$ cat src/rtl/seg_ctrl_param.sv
// Segmentation controller: one descriptor (F, C-, C+, K-, K+) becomes a
// sequence of code blocks. The first block carries F filler bits. Every
// block then reads its payload from a show-ahead data FIFO. A per-block CRC
// is appended when the descriptor yields more than one block.
module seg_ctrl_param #(
  parameter int K_W     = 16,
  parameter int C_W     = 8,
  parameter int CRC_LEN = 24
) (
  input  logic           clk,
  input  logic           reset,
  input  logic           empty_size_fifo,
  input  logic           empty_data_fifo,
  input  logic [K_W-1:0] desc_f,
  input  logic [C_W-1:0] desc_cm,
  input  logic [C_W-1:0] desc_cp,
  input  logic [K_W-1:0] desc_km,
  input  logic [K_W-1:0] desc_kp,
  output logic           read_size_fifo,
  output logic           read_data_fifo,
  output logic           mux_fill,
  output logic           mux_crc,
  output logic           init_crc,
  output logic           ena_crc,
  output logic           nshift_crc,
  output logic           start,
  output logic           filling,
  output logic           stop,
  output logic           crc,
  output logic           block_size,
  output logic           busy,
  output logic           stall,
  output logic           desc_err
);

  typedef enum logic [2:0] {
    IDLE       = 3'd0,
    READ_REQ   = 3'd1,
    READ_DESC  = 3'd2,
    LOAD_BLK   = 3'd3,
    FILLING    = 3'd4,
    READ_DATA  = 3'd5,
    OUT_CRC    = 3'd6,
    NEXT_BLOCK = 3'd7
  } state_t;

  localparam int               CNT_W    = (CRC_LEN > 1) ? $clog2(CRC_LEN) : 1;
  localparam logic [CNT_W-1:0] CRC_LAST = CNT_W'(CRC_LEN - 1);
  localparam logic [CNT_W-1:0] CNT_ONE  = CNT_W'(1);
  localparam logic [K_W-1:0]   CRC_K    = K_W'(CRC_LEN);
  localparam logic [K_W-1:0]   K_ONE    = K_W'(1);
  localparam logic [C_W-1:0]   C_ONE    = C_W'(1);
  localparam logic [C_W:0]     SUM_ONE  = (C_W + 1)'(1);

  state_t           state_q, state_d;
  logic [K_W-1:0]   km_q, km_d;
  logic [K_W-1:0]   kp_q, kp_d;
  logic [C_W-1:0]   cm_rem_q, cm_rem_d;
  logic [C_W-1:0]   cp_rem_q, cp_rem_d;
  logic [K_W-1:0]   fill_rem_q, fill_rem_d;
  logic [K_W-1:0]   data_cnt_q, data_cnt_d;
  logic [CNT_W-1:0] crc_cnt_q, crc_cnt_d;
  logic             crc_req_q, crc_req_d;

  // Descriptor validation terms, evaluated on the live FIFO outputs.
  // They are one bit wider so F + CRC_LEN cannot wrap.
  logic [C_W:0]   desc_sum;
  logic           desc_crc;
  logic [K_W:0]   desc_thresh;
  logic           desc_bad;
  logic [K_W-1:0] k_sel;
  logic [K_W-1:0] crc_term;

  // Descriptor sanity check and per-block size selection.
  always_comb begin
    desc_sum    = {1'b0, desc_cm} + {1'b0, desc_cp};
    desc_crc    = (desc_sum > SUM_ONE);
    desc_thresh = {1'b0, desc_f} + (desc_crc ? {1'b0, CRC_K} : '0);
    desc_bad    = (desc_sum == '0)
               || ((desc_cm != '0) && ({1'b0, desc_km} <= desc_thresh))
               || ((desc_cp != '0) && ({1'b0, desc_kp} <= desc_thresh));
    k_sel       = (cm_rem_q != '0) ? km_q : kp_q;
    crc_term    = crc_req_q ? CRC_K : '0;
  end

  // Next-state, counter updates and all control outputs.
  always_comb begin
    state_d        = state_q;
    km_d           = km_q;
    kp_d           = kp_q;
    cm_rem_d       = cm_rem_q;
    cp_rem_d       = cp_rem_q;
    fill_rem_d     = fill_rem_q;
    data_cnt_d     = data_cnt_q;
    crc_cnt_d      = crc_cnt_q;
    crc_req_d      = crc_req_q;
    read_size_fifo = 1'b0;
    read_data_fifo = 1'b0;
    mux_fill       = 1'b1;
    mux_crc        = 1'b0;
    init_crc       = 1'b0;
    ena_crc        = 1'b0;
    nshift_crc     = 1'b1;
    start          = 1'b0;
    filling        = 1'b0;
    stop           = 1'b0;
    crc            = 1'b0;
    block_size     = 1'b0;
    busy           = (state_q != IDLE);
    stall          = 1'b0;
    desc_err       = 1'b0;
    case (state_q)
      IDLE: begin
        init_crc = 1'b1;
        ena_crc  = 1'b1;
        if (!empty_size_fifo) state_d = READ_REQ;
      end
      READ_REQ: begin
        read_size_fifo = 1'b1;
        state_d        = READ_DESC;
      end
      READ_DESC: begin
        // The FIFO shows the popped descriptor one cycle after the pop.
        km_d       = desc_km;
        kp_d       = desc_kp;
        cm_rem_d   = desc_cm;
        cp_rem_d   = desc_cp;
        fill_rem_d = desc_f;
        crc_req_d  = desc_crc;
        if (desc_bad) begin
          desc_err = 1'b1;
          state_d  = IDLE;
        end else begin
          state_d  = LOAD_BLK;
        end
      end
      LOAD_BLK: begin
        start    = 1'b1;
        init_crc = 1'b1;
        ena_crc  = 1'b1;
        // All K- blocks go out before any K+ block.
        if (cm_rem_q != '0) begin
          cm_rem_d = cm_rem_q - C_ONE;
        end else begin
          cp_rem_d   = cp_rem_q - C_ONE;
          block_size = 1'b1;
        end
        data_cnt_d = k_sel - fill_rem_q - crc_term;
        crc_cnt_d  = '0;
        state_d    = (fill_rem_q != '0) ? FILLING : READ_DATA;
      end
      FILLING: begin
        // Counting fill_rem down to zero also leaves later blocks unfilled.
        mux_fill   = 1'b0;
        filling    = 1'b1;
        fill_rem_d = fill_rem_q - K_ONE;
        if (fill_rem_q == K_ONE) state_d = READ_DATA;
      end
      READ_DATA: begin
        if (empty_data_fifo) begin
          stall = 1'b1;
        end else begin
          read_data_fifo = 1'b1;
          ena_crc        = 1'b1;
          data_cnt_d     = data_cnt_q - K_ONE;
          if (data_cnt_q == K_ONE) state_d = crc_req_q ? OUT_CRC : NEXT_BLOCK;
        end
      end
      OUT_CRC: begin
        mux_crc    = 1'b1;
        crc        = 1'b1;
        nshift_crc = 1'b0;
        ena_crc    = 1'b1;
        crc_cnt_d  = crc_cnt_q + CNT_ONE;
        if (crc_cnt_q == CRC_LAST) state_d = NEXT_BLOCK;
      end
      NEXT_BLOCK: begin
        stop    = 1'b1;
        state_d = ((cm_rem_q == '0) && (cp_rem_q == '0)) ? IDLE : LOAD_BLK;
      end
      default: state_d = IDLE;
    endcase
  end

  // State and datapath registers with synchronous reset.
  always_ff @(posedge clk) begin
    if (reset) begin
      state_q    <= IDLE;
      km_q       <= '0;
      kp_q       <= '0;
      cm_rem_q   <= '0;
      cp_rem_q   <= '0;
      fill_rem_q <= '0;
      data_cnt_q <= '0;
      crc_cnt_q  <= '0;
      crc_req_q  <= 1'b0;
    end else begin
      state_q    <= state_d;
      km_q       <= km_d;
      kp_q       <= kp_d;
      cm_rem_q   <= cm_rem_d;
      cp_rem_q   <= cp_rem_d;
      fill_rem_q <= fill_rem_d;
      data_cnt_q <= data_cnt_d;
      crc_cnt_q  <= crc_cnt_d;
      crc_req_q  <= crc_req_d;
    end
  end

endmodule

$ cat config.mk
export PLATFORM = sky130hd
export DESIGN_NAME = seg_ctrl_param
export DESIGN_NICKNAME = d
export VERILOG_FILES = /design/src/rtl/seg_ctrl_param.sv
export SDC_FILE = /design/constraint.sdc
export NUM_CORES = 1
export LEC_CHECK = 0
export ABC_AREA = 1
export CAP_MARGIN = 40
export CORE_MARGIN = 10
export CORE_UTILIZATION = 40
export CTS_CLUSTER_DIAMETER = 120
export DETAILED_ROUTE_END_ITERATION = 6
export GPL_ROUTABILITY_DRIVEN = 0
export HOLD_SLACK_MARGIN = 0.02
export PLACE_DENSITY = 0.58
export RECOVER_POWER = 50
export SYNTH_ARGS = -nofsm -noshare
export SYNTH_HDL_FRONTEND = slang
export SYNTH_SLANG_ARGS = --single-unit
$ cat constraint.sdc
create_clock -name clk -period 14.4 [get_ports clk]
set_clock_uncertainty 0.05 [all_clocks]
set_input_delay 3.6 -clock clk [delete_from_list [all_inputs] [get_ports clk]]
set_output_delay 3.6 -clock clk [all_outputs]
set_load 0.02 [all_outputs]
==> flow_metrics.tcl <==
set metrics [dict create \
    status "complete, but fails checks" \
    violations "max-capacitance violations, max-slew violations" \
    grt_first_pass_wirelength_um 34000 \
    postPlaceCellArea_um2 8130 \
    grt_max_degree 57 \
    fin_tns_setup_ps 0 \
    finalCritPeriodShare 0.862 \
    cts_sinks 89 \
    cp_slowest_stage_delay_ps 650 \
    n_antenna_cell 0 \
    cts_resized 0 \
    powerDensity_nw_per_um2 176 \
    ios 83 \
    holdWs_ps 400 \
    cp_max_fo 5 \
    power_leakage_nw 3.83 \
    cts_max_path_buffers 2 \
    dieArea_um2 23500 \
    grt_setup_unrepaired "false" \
    fmax_ghz 0.0806 \
    yosysTopAreaCell "dfxtp_1" \
    cp_cell_sequence "clkdlybuf4s50_1 -> ha_1 -> inv_1 -> fa_1 -> nand4_1 -> nor3_1 -> nand4_1 -> ha_1 -> fa_1 -> nand2_2 -> nor2_4 -> nand4_1 -> nor2_1 -> xor2_1 -> ha_1 -> nand4_1 -> nor4_1 -> and3_1 -> nand4_1 -> nand2_1 -> nand2_1 -> a21oi_1 -> clkdlybuf4s50_1" \
    synth_area_um2 7100 \
    drv_slew 89 \
    start_kind "input port" \
    die_w_um 153 \
    routedWlPerCell_um 14.9 \
    cts_buffers 9 \
    wl_met1_um 10300 \
    final-setup-viol-count 0 \
    vias 7129 \
    route.detailed.drc 0 \
    top_layer "met4" \
    wirelength_um 20700 \
    worst_slack_ps 1990 \
    final_area_um2 8420 \
    yosysUniqueCellTypes 45 \
    grt_overflow_total 0 \
    cts_setup_buffers 0 \
    drtIter0Drc 444 \
    cts_hold_buffers 0 \
    dpl.hpwl_um 16000 \
    yosysTopAreaCellShare 0.251 \
    clk_latency_ps 360 \
    criticalPathCategory "in -> out" \
    cts_tree "done" \
    syn_area_per_cell_um2 6.47 \
    final.min_clock_period_ps 12410 \
    clk_pin_slew_worst_paths_ps 70 \
    drtPass1Iterations 5 \
    worstHoldPathType "reg -> reg" \
    relSlewSlack -0.409 \
    core_area_um2 17400 \
    ys_ff_latch 89 \
    cpMostUsedCell "nand4_1" \
    die_y_um 153 \
    cts-root-buf "clkbuf_16" \
    irDropWorstVdd_v 0.0000789 \
    seq_area_frac_synth 0.251 \
    pre_cts_slack_ps 2010 \
    synth_nets 1239 \
    cts_max_level 3 \
    layout_common_cells "nand2_1 (195), inv_1 (160), nor2_1 (135)" \
    drive_gt1_frac 0.0410 \
    endpoint_kind "output port" \
    initial_core_util 0.409 \
    total_power_mw 1.48 \
    crit_slowest_cell "clkdlybuf4s50_1" \
    nNetsFinal 1307 \
    ys_warn_count 0 \
    hold_violations 0 \
    dr_wl_met3_um 966 \
    final_antenna_net_count 0 \
    worstPathRequired_ps 10750 \
    portBuffers 82 \
    synthTopCellsByArea "dfxtp_1 (25%), ha_1 (12%), nand2_1 (10%), inv_1 (8.5%), o21ai_0 (8.3%)" \
    rows 48 \
    antenna_found_initial 0 \
    synthCells 1097 \
    grt_pass1_vias 6773 \
    cap_violations 2 \
    arrival_ps 8760 \
    viasPerCell 5.11 \
    routed-wl-met2_um 9110 \
    area_growth_pct 18.7 \
    grt_use_total 0.172 \
    layout_commonest_cell "nand2_1" \
    tightest_slew_ps 2110 \
]
kinds of logic after synthesis:
family                   Yosys count  synth area share
flip-flops                        89             0.251
buffers and inverters            198             0.106
AO/OA/AOI/OAI                    275             0.212
AND/OR/NAND/NOR                  434             0.262
adder cells (fa/ha/maj)           74             0.136
XOR/XNOR                          27            0.0333
worst max-delay path, delay by kind of cell:
kind            cells  cell delay, ps
fa+ha+maj           5            1780
buf+inv             3            1240
simple gates       13            1730
xor+xnor            1             160
compound gates      1             230
metrics by stage:
| stage | std cells | utilization |
|---|---|---|
| after floorplan | 1097 | - |
| after global placement | 1378 | 0.468 |
| after detailed placement | 1379 | 0.468 |
| after CTS | 1395 | 0.486 |
| after global routing | 1395 | 0.485 |
| final | 1395 | 0.485 |
sequential cells by signal, summed over array words and instances (netlist names):
name,count
state_q,3
cp_rem_q,8
km_q,16
crc_cnt_q,5
crc_req_q,1
kp_q,16
data_cnt_q,16
cm_rem_q,8
fill_rem_q,16
routing by layer:
metal,up-vias,GRT usage
li1,3772,-
met1,3197,0.236
met2,137,0.270
met3,23,0.0303
met4,0,0.0490
met5,-,0
synth_stat cells, drive strengths merged:
cell and n:
a41oi 1, o211ai 5, nand2 199, dfxtp 89
o22ai 3, or3 1, clkbuf 27, nor3 14
o21a 2, nand3 40, a311oi 1, nor2 141
a32oi 1, o31ai 1, a31oi 24, a21oi 97
xor2 19, and3 2, o221ai 2, nand3b 5
a221oi 5, nand4 11, xnor2 8, o21bai 3
o21ai 121, nor3b 2, clkinv 2, or2 10
nor4 9, ha 69, a211oi 9, inv 163
buf 6, fa 5
report_power, final:
group | internal [mW] | switching, mW | total [mW]
Clock | 0.137 | 0.113 | 0.250
Sequential | 0.282 | 0.0271 | 0.309
Combinational | 0.341 | 0.583 | 0.924
area by class of cell:
cell class | instances | area, um^2
fill | 1864 | 8930
timing repair buffer | 90 | 873
inverter | 165 | 619
multi-input combinational | 810 | 4570
clock buffer | 9 | 225
clock inverter | 7 | 75.1
sequential | 89 | 1780
tap | 225 | 282
final timing paths:
path | start | endpoint | slack, ps | cells after the start
setup / recovery | desc_cp[0] | desc_err | 1990 | 23
hold / removal | km_q[4] | km_q[4] | 400 | 2
setup reg to reg | cm_rem_q[0] | data_cnt_q[12] | 10540 | 20
hold reg to reg | km_q[4] | km_q[4] | 400 | 2
(Power assumes the default switching activity.)
